--- src/rtl/mix_column_iter.sv ---
// Iterative AES MixColumns/InvMixColumns engine, COLS columns per clock; MIXCOL_INV_EN builds the inverse matrix.
// Latency: 4/COLS cycles from the accept edge to out_valid; one state per 4/COLS+2 cycles at best.
// Backpressure: in_ready only in IDLE; the result is held in DONE until out_ready, and further input is not accepted.
module mix_column_iter #(
    parameter int COLS = 1
) (
    input  logic         clk,
    input  logic         rst,
    input  logic         in_valid,
    output logic         in_ready,
    input  logic [127:0] state_in,
    input  logic         inv_in,
    output logic         out_valid,
    input  logic         out_ready,
    output logic [127:0] state_out,
    output logic         busy
);

    localparam int N  = 4 / COLS;
    localparam int CW = (N > 1) ? $clog2(N) : 1;

    // Element 0 of the packed array is the most significant column.
    typedef logic [0:3][31:0] cols_t;
    typedef enum logic [1:0] {IDLE, BUSY, DONE} fsm_t;

    generate
        if (COLS != 1 && COLS != 2 && COLS != 4) begin : g_bad_cols
            $error("mix_column_iter: COLS must be 1, 2 or 4");
        end
    endgenerate

    function automatic logic [7:0] xtime(input logic [7:0] b);
        return {b[6:0], 1'b0} ^ (b[7] ? 8'h1b : 8'h00);
    endfunction

    function automatic logic [31:0] mix_fwd(input logic [31:0] c);
        logic [7:0] a  [4];
        logic [7:0] x1 [4];
        for (int i = 0; i < 4; i++) begin
            a[i]  = c[31-8*i -: 8];
            x1[i] = xtime(a[i]);
        end
        return {x1[0] ^ x1[1] ^ a[1] ^ a[2] ^ a[3],
                a[0] ^ x1[1] ^ x1[2] ^ a[2] ^ a[3],
                a[0] ^ a[1] ^ x1[2] ^ x1[3] ^ a[3],
                x1[0] ^ a[0] ^ a[1] ^ a[2] ^ x1[3]};
    endfunction

`ifdef MIXCOL_INV_EN
    function automatic logic [31:0] mix_inv(input logic [31:0] c);
        logic [7:0] a   [4];
        logic [7:0] x1  [4];
        logic [7:0] x2  [4];
        logic [7:0] x3  [4];
        logic [7:0] m9  [4];
        logic [7:0] m11 [4];
        logic [7:0] m13 [4];
        logic [7:0] m14 [4];
        for (int i = 0; i < 4; i++) begin
            a[i]   = c[31-8*i -: 8];
            x1[i]  = xtime(a[i]);
            x2[i]  = xtime(x1[i]);
            x3[i]  = xtime(x2[i]);
            m9[i]  = x3[i] ^ a[i];
            m11[i] = x3[i] ^ x1[i] ^ a[i];
            m13[i] = x3[i] ^ x2[i] ^ a[i];
            m14[i] = x3[i] ^ x2[i] ^ x1[i];
        end
        return {m14[0] ^ m11[1] ^ m13[2] ^ m9[3],
                m9[0]  ^ m14[1] ^ m11[2] ^ m13[3],
                m13[0] ^ m9[1]  ^ m14[2] ^ m11[3],
                m11[0] ^ m13[1] ^ m9[2]  ^ m14[3]};
    endfunction
`endif

    fsm_t          fsm_q, fsm_d;
    logic [CW-1:0] col_cnt_q;
    cols_t         work_q, result_q, result_d, state_out_q;
    logic          out_valid_q;
    logic          accept, pass, last_pass;
    logic [1:0]    sel;
    logic          mode;

`ifdef MIXCOL_INV_EN
    logic mode_q;

    always_ff @(posedge clk) begin
        if (rst) begin
            mode_q <= 1'b0;
        end else if (accept) begin
            mode_q <= inv_in;
        end
    end

    assign mode = mode_q;
`else
    logic unused_inv_in;

    assign unused_inv_in = inv_in;
    assign mode          = 1'b0;
`endif

    function automatic logic [31:0] mix_col(input logic [31:0] c, input logic m);
`ifdef MIXCOL_INV_EN
        return m ? mix_inv(c) : mix_fwd(c);
`else
        return m ? mix_fwd(c) : mix_fwd(c);
`endif
    endfunction

    assign last_pass = (col_cnt_q == CW'(N - 1));

    always_ff @(posedge clk) begin
        if (rst) begin
            fsm_q <= IDLE;
        end else begin
            fsm_q <= fsm_d;
        end
    end

    always_comb begin
        fsm_d  = fsm_q;
        accept = 1'b0;
        pass   = 1'b0;
        case (fsm_q)
            IDLE: begin
                if (in_valid) begin
                    accept = 1'b1;
                    fsm_d  = BUSY;
                end
            end
            BUSY: begin
                pass = 1'b1;
                if (last_pass) begin
                    fsm_d = DONE;
                end
            end
            DONE: begin
                if (out_ready) begin
                    fsm_d = IDLE;
                end
            end
            default: fsm_d = IDLE;
        endcase
    end

    // Mix the columns of the current pass in place over the partial result.
    always_comb begin
        result_d = result_q;
        sel      = 2'd0;
        for (int j = 0; j < COLS; j++) begin
            sel           = 2'(int'(col_cnt_q) * COLS + j);
            result_d[sel] = mix_col(work_q[sel], mode);
        end
    end

    always_ff @(posedge clk) begin
        if (rst) begin
            work_q      <= '0;
            result_q    <= '0;
            state_out_q <= '0;
            col_cnt_q   <= '0;
            out_valid_q <= 1'b0;
        end else begin
            if (accept) begin
                work_q    <= state_in;
                col_cnt_q <= '0;
            end
            if (pass) begin
                result_q  <= result_d;
                col_cnt_q <= col_cnt_q + CW'(1);
                // Output only moves on the final pass so it never shows a half-mixed state.
                if (last_pass) begin
                    state_out_q <= result_d;
                    out_valid_q <= 1'b1;
                end
            end
            if (fsm_q == DONE && out_ready) begin
                out_valid_q <= 1'b0;
            end
        end
    end

    assign in_ready  = (fsm_q == IDLE);
    assign busy      = (fsm_q != IDLE);
    assign out_valid = out_valid_q;
    assign state_out = state_out_q;

endmodule
--- config.mk ---
export PLATFORM = sky130hd
export DESIGN_NAME = mix_column_iter
export DESIGN_NICKNAME = d
export VERILOG_FILES = /design/src/rtl/mix_column_iter.sv
export SDC_FILE = /design/constraint.sdc
export NUM_CORES = 1
export LEC_CHECK = 0
export CORE_ASPECT_RATIO = 1.75
export CORE_UTILIZATION = 55
export CTS_BUF_LIST = sky130_fd_sc_hd__clkbuf_4 sky130_fd_sc_hd__clkbuf_8
export CTS_CLUSTER_DIAMETER = 120
export DETAILED_ROUTE_END_ITERATION = 8
export GPL_ROUTABILITY_DRIVEN = 1
export PLACE_DENSITY_LB_ADDON = 0.15
export RECOVER_POWER = 100
export REMOVE_ABC_BUFFERS = 1
export SYNTH_ARGS = -nofsm -noshare
export SYNTH_HDL_FRONTEND = slang
export SYNTH_SLANG_ARGS = --single-unit
export TNS_END_PERCENT = 1
--- constraint.sdc ---
create_clock -name clk -period 4.9 [get_ports clk]
set_input_delay 0.98 -clock clk [delete_from_list [all_inputs] [get_ports clk]]
set_output_delay 0.98 -clock clk [all_outputs]
set_load 0.05 [all_outputs]
**Word-level counts from Yosys, hierarchy flattened**

Cells that the tools add are included.
W data, S select, Z words.

- $lt $le $gt $ge: 2
- Equal/unequal tests: 6
- Reduce and logical (&&, ||, !) cells: 8
- Add/sub/neg operators: 1
- Bitwise gates (word level): 21
- Multiplexer cells: 19

Operator list:

| kind | number |
|---|---|
| $bwmux W128 | 1 |
| $xor A8 B8 Y8 | 16 |
| $mux W32 | 3 |
| $bmux W32 S2 | 1 |
| $demux W32 S2 | 1 |
| $xor A8 B5 Y8 | 4 |
| $mux W5 | 4 |
| $mux W2 | 5 |
| $ne A2 B2 Y1 const B | 3 |
| $pmux W2 S3 | 1 |
| $eq A2 B2 Y1 const B | 2 |
| $reduce_bool A2 Y1 | 2 |
| $ge A3 B3 Y1 const B | 1 |
| $lt A3 B1 Y1 const B | 1 |
| $mux W1 | 3 |
| $not A2 Y3 | 1 |
| $reduce_and A3 Y1 | 1 |
| $add A2 B1 Y2 const B | 1 |
| $eq A2 B1 Y1 const B | 1 |
| $logic_and A1 B1 Y1 | 2 |
| $logic_not A2 Y1 | 1 |
| $reduce_and A2 Y1 | 1 |
| $reduce_or A2 Y1 | 1 |

- Logic and storage cells: 72
- Register bits after elaboration: 389
- Bits of input ports: 133
- Output and inout bits: 131

**Longest topological paths before layout**

- Word-level depth: 11
- Mapped depth: 9
- Gate-level depth less buffers: 5

**Least setup slack after synthesis**

Ideal clock, no wire load.

- Path kind: reg-to-output
- From: reg fsm_q[0]
- To: out busy
- Required time: 3.920 ns
- Stages on the path, launching flop included: 4
- Setup slack: 2.268 ns
- Data arrival time: 1.652 ns
- Cell sequence: dfxtp_1 -> clkbuf_1 -> nor2_1 -> inv_1

- Longest elaborated chain between the ends: 1

Ends and longest elaborated chain:

| what | line | text |
|---|---|---|
| from (decl) | 76 | `fsm_t fsm_q, fsm_d;` |
| from (signal assigned) | 117 | `fsm_q <= fsm_d;` |
| $reduce_bool A2 Y1 | 185 | `assign busy = (fsm_q != IDLE);` |
| to (decl) | 16 | `output logic busy` |

No other way between the ends.

**Worst setup path after layout**

- From: reg col_cnt_q[0]
- To: reg state_out_q (netlist bit state_out[103])

- Longest elaborated chain between the ends: 10
- Elaborated cells on any way between the ends: 18
- Classes of those cells: 2 x order compare; 1 x eq/ne; 6 x mux; 7 x bitwise; 2 x reduce/logical

Ends and longest elaborated chain:

| what | line | text |
|---|---|---|
| from (decl) | 77 | `logic [CW-1:0] col_cnt_q;` |
| from (signal assigned) | 171 | `col_cnt_q <= col_cnt_q + CW'(1);` |
| $not A2 Y3 (implied by the code) | 153 | `result_d[sel] = mix_col(work_q[sel], mode);` |
| $bmux W32 S2 | 153 |  |
| $mux W32 (implied by the code) (2 in a row) | 153 |  |
| $xor A8 B5 Y8 | 33 | `return {b[6:0], 1'b0} ^ (b[7] ? 8'h1b : 8'h00);` |
| $xor A8 B8 Y8 (4 in a row) | 46 | `x1[0] ^ a[0] ^ a[1] ^ a[2] ^ x1[3]};` |
| $bwmux W128 | 153 |  |
| to (signal assigned) | 174 | `state_out_q <= result_d;` |
| to (decl) | 78 | `cols_t work_q, result_q, result_d, state_out_q;` |

Several ways; a longest one is shown, not always the timed one. The select of a mux whose other input is x is not followed.
A chain may end at the register's enable or synchronous reset.

==> flow_summary_export.csv <==
group,metric,value,unit
grt,grt_pass1_vias,12100,
min_path,min_path_type,"register to register",
clock_tree,cts_tree,"yes",
place,place_ws,1673,ps
route,wirelength,40030,um
synthesis,syn_area_per_cell,9.390,sq um
worst_setup_path,setup.worst_path.start,"col_cnt_q[0]",
die,die_x,126.2,um
route,drc,0,
die,ios,264,
synthesis,synth_top_area_share,48.14,%
timing,slew_violations,193,
route,dr.pass1.iters,5,
grt,grtUsageMet3,5.071,%
place,place.gp.congestion,0.8016,
grt,grt_usage,28.84,%
min_path,min-delay-start,"result_q[66]",
clock_tree,cts_htree_levels,2,
timing,min_period_over_period,79.70,%
clock_tree,clk_pin_slew_worst_paths,70,ps
timing,skew,30.99,ps
clock_tree,ctsHoldBuffers,0,
route,antenna_left,0,
grt,antenna_found_initial,1,
grt,grt_overflow,0,
clock_tree,post_cts_buffers,0,
grt,grt_max_degree,101,
timing,tns,0,ps
power,p_leak,7.050,nW
worst_setup_path,r2r_start,"col_cnt_q[0]",
synthesis,ys_ff_latch,357,
clock_tree,insertion_delay,610,ps
timing,final_hold_viol_count,0,
clock_tree,cts_buffer_depth,3,
die,row_count,79,
grt,grt_use_met2,51.82,%
worst_setup_path,path_class,"register to register",
timing,setup_violations,0,
layout,nFillCells,2164,
power,ir_drop,0.3377,mV
route,vias_per_cell,5.856,
layout,fin_util,68.98,%
layout,final_common_cell,"nand2_1",
timing,rsz0062_at_grt,"false",
worst_setup_path,arrival,4400,ps
synthesis,yosys.area.top_type,"dfxtp_1",
place,io_buffers,262,
synthesis,ys_top_cells_by_area,"dfxtp_1 48%, nand2_1 9.1%, o21ai_0 5.6%",
clock_tree,cts-root-buf,"clkbuf_8",
route,drt_iter0_markers,878,
job,maxCapViolations,2,
layout,drive_gt1_share,8.537,%
worst_setup_path,end_kind,"register",
worst_setup_path,worst-path-max-fanout,17,
timing,period_needed,3905,ps
worst_setup_path,worstPathRequired,5400,ps
die,dieArea,0.02768,sq mm
worst_setup_path,start_kind,"register",
timing,worst_slew_pin_slew,1785,ps
outcome,violations,"max-capacitance violations, max-slew violations",
die,start_util,55.83,%
layout,area.growth.synth_to_final,23.54,%
timing,holdWs,443.0,ps
synthesis,synth-seq-area-share,48.14,%
route,wl_per_cell,18.80,um
timing,maxSlewHeadroom,-19.02,%
route,vias,12470,
layout,final_cell_mix,"357 x nand2_1, 356 x dfxtp_1, 209 x o21ai_0, 132 x dlygate4sd3_1, 131 x a21oi_1",
grt,grt.met1_usage,33.02,%
synthesis,syn_inst,1581,
grt,grt_pass1_wl,62580,um
layout,nets,1909,
place,dp.final_hpwl,26160,um
synthesis,yosys_warnings,0,
die,core-area,0.02659,sq mm
timing,setup_slack,994.8,ps
power,p_per_area,354.9,mW/mm^2
synthesis,synth.cell_area,0.01485,sq mm
synthesis,ys_types,36,
grt,top_usage_layer,"met2",
die,die_h,219.3,um
clock_tree,cts_buffers,49,
clock_tree,cts_resized,0,
outcome,status,"complete, but fails checks",
clock_tree,cts.sinks,357,
timing,fmax,256.1,MHz
==> registers in the layout, summed over array words and instances (netlist names) <==
| signal | count |
|---|---|
| state_out | 128 |
| result_q | 96 |
| col_cnt_q | 2 |
| fsm_q | 2 |
| out_valid | 1 |
| work_q | 128 |
==> Yosys cell counts, drive strengths merged <==
cell / n
o21ai: 224
inv: 5
nand3: 35
and2: 3
nand2b: 1
nor4b: 60
nand3b: 1
xor3: 5
nor2b: 1
nor2: 6
nor3: 37
nand2: 358
xor2: 5
xnor3: 39
o21bai: 1
a211oi: 36
xnor2: 24
and3: 3
dfxtp: 357
a22oi: 1
mux4: 32
buf: 14
a21oi: 134
clkbuf: 133
a31oi: 60
mux2i: 2
ha: 4
==> final cells by class <==
cell class | instances | area, sq um | share of cell area [%]
sequential | 357 | 7148 | 38.98
multi-input combinational | 1072 | 6937 | 37.82
timing repair buffer | 287 | 2796 | 15.25
clock buffer | 80 | 982.2 | 5.355
tap | 324 | 405.4 | 2.210
clock inverter | 3 | 47.55 | 0.2592
inverter | 5 | 21.27 | 0.1160
antenna | 1 | 2.502 | 0.01364
==> kinds of logic after synthesis <==
family	count (synthesis)	share of synthesized area, %
compound gates	456	17.46
xor+xnor	73	9.397
fa+ha+maj	4	0.3371
buf+inv	152	4.113
flops	357	48.14
mux	34	4.989
simple gates	505	15.56
==> worst paths after layout <==
check | depth (start not counted) | to | slack (ps)
max | 5 | state_out[103] | 990
min | 2 | result_q[66] | 440
max reg2reg | 5 | state_out[103] | 990
min reg2reg | 2 | result_q[66] | 440
==> critical path: stages, from the launching register on <==
cell and delay [ps]:
dfxtp_1 1050, buf_4 400, mux4_2 680, xnor2_1 770, xnor3_1 700, o21ai_0 210
==> layer usage <==
layer | vias to the layer above | wire (um)
met5 | - | 0
met4 | 0 | 1432
met3 | 97 | 2413
met2 | 503 | 20790
met1 | 5931 | 15390
li1 | 5937 | -
==> through the flow <==
stage / power (W) / std cells / cell area, sq um
final: 0.006509 / 2129 / 18340
after global routing: 0.006746 / 2129 / 18340
after CTS: 0.006575 / 2128 / 18550
after detailed placement: 0.004205 / 2045 / 17520
after global placement: 0.004191 / 2045 / 17520
after floorplan: 0.003806 / 1434 / 14250
==> power by group <==
part | internal, W | switching, W | leakage, nW
Combinational | 0.000434 | 0.000605 | 3.60
Clock | 0.00131 | 0.00109 | 0.549
Sequential | 0.00301 | 0.0000578 | 2.90
Total | 0.00476 | 0.00175 | 7.05
(Power assumes the default switching activity.)
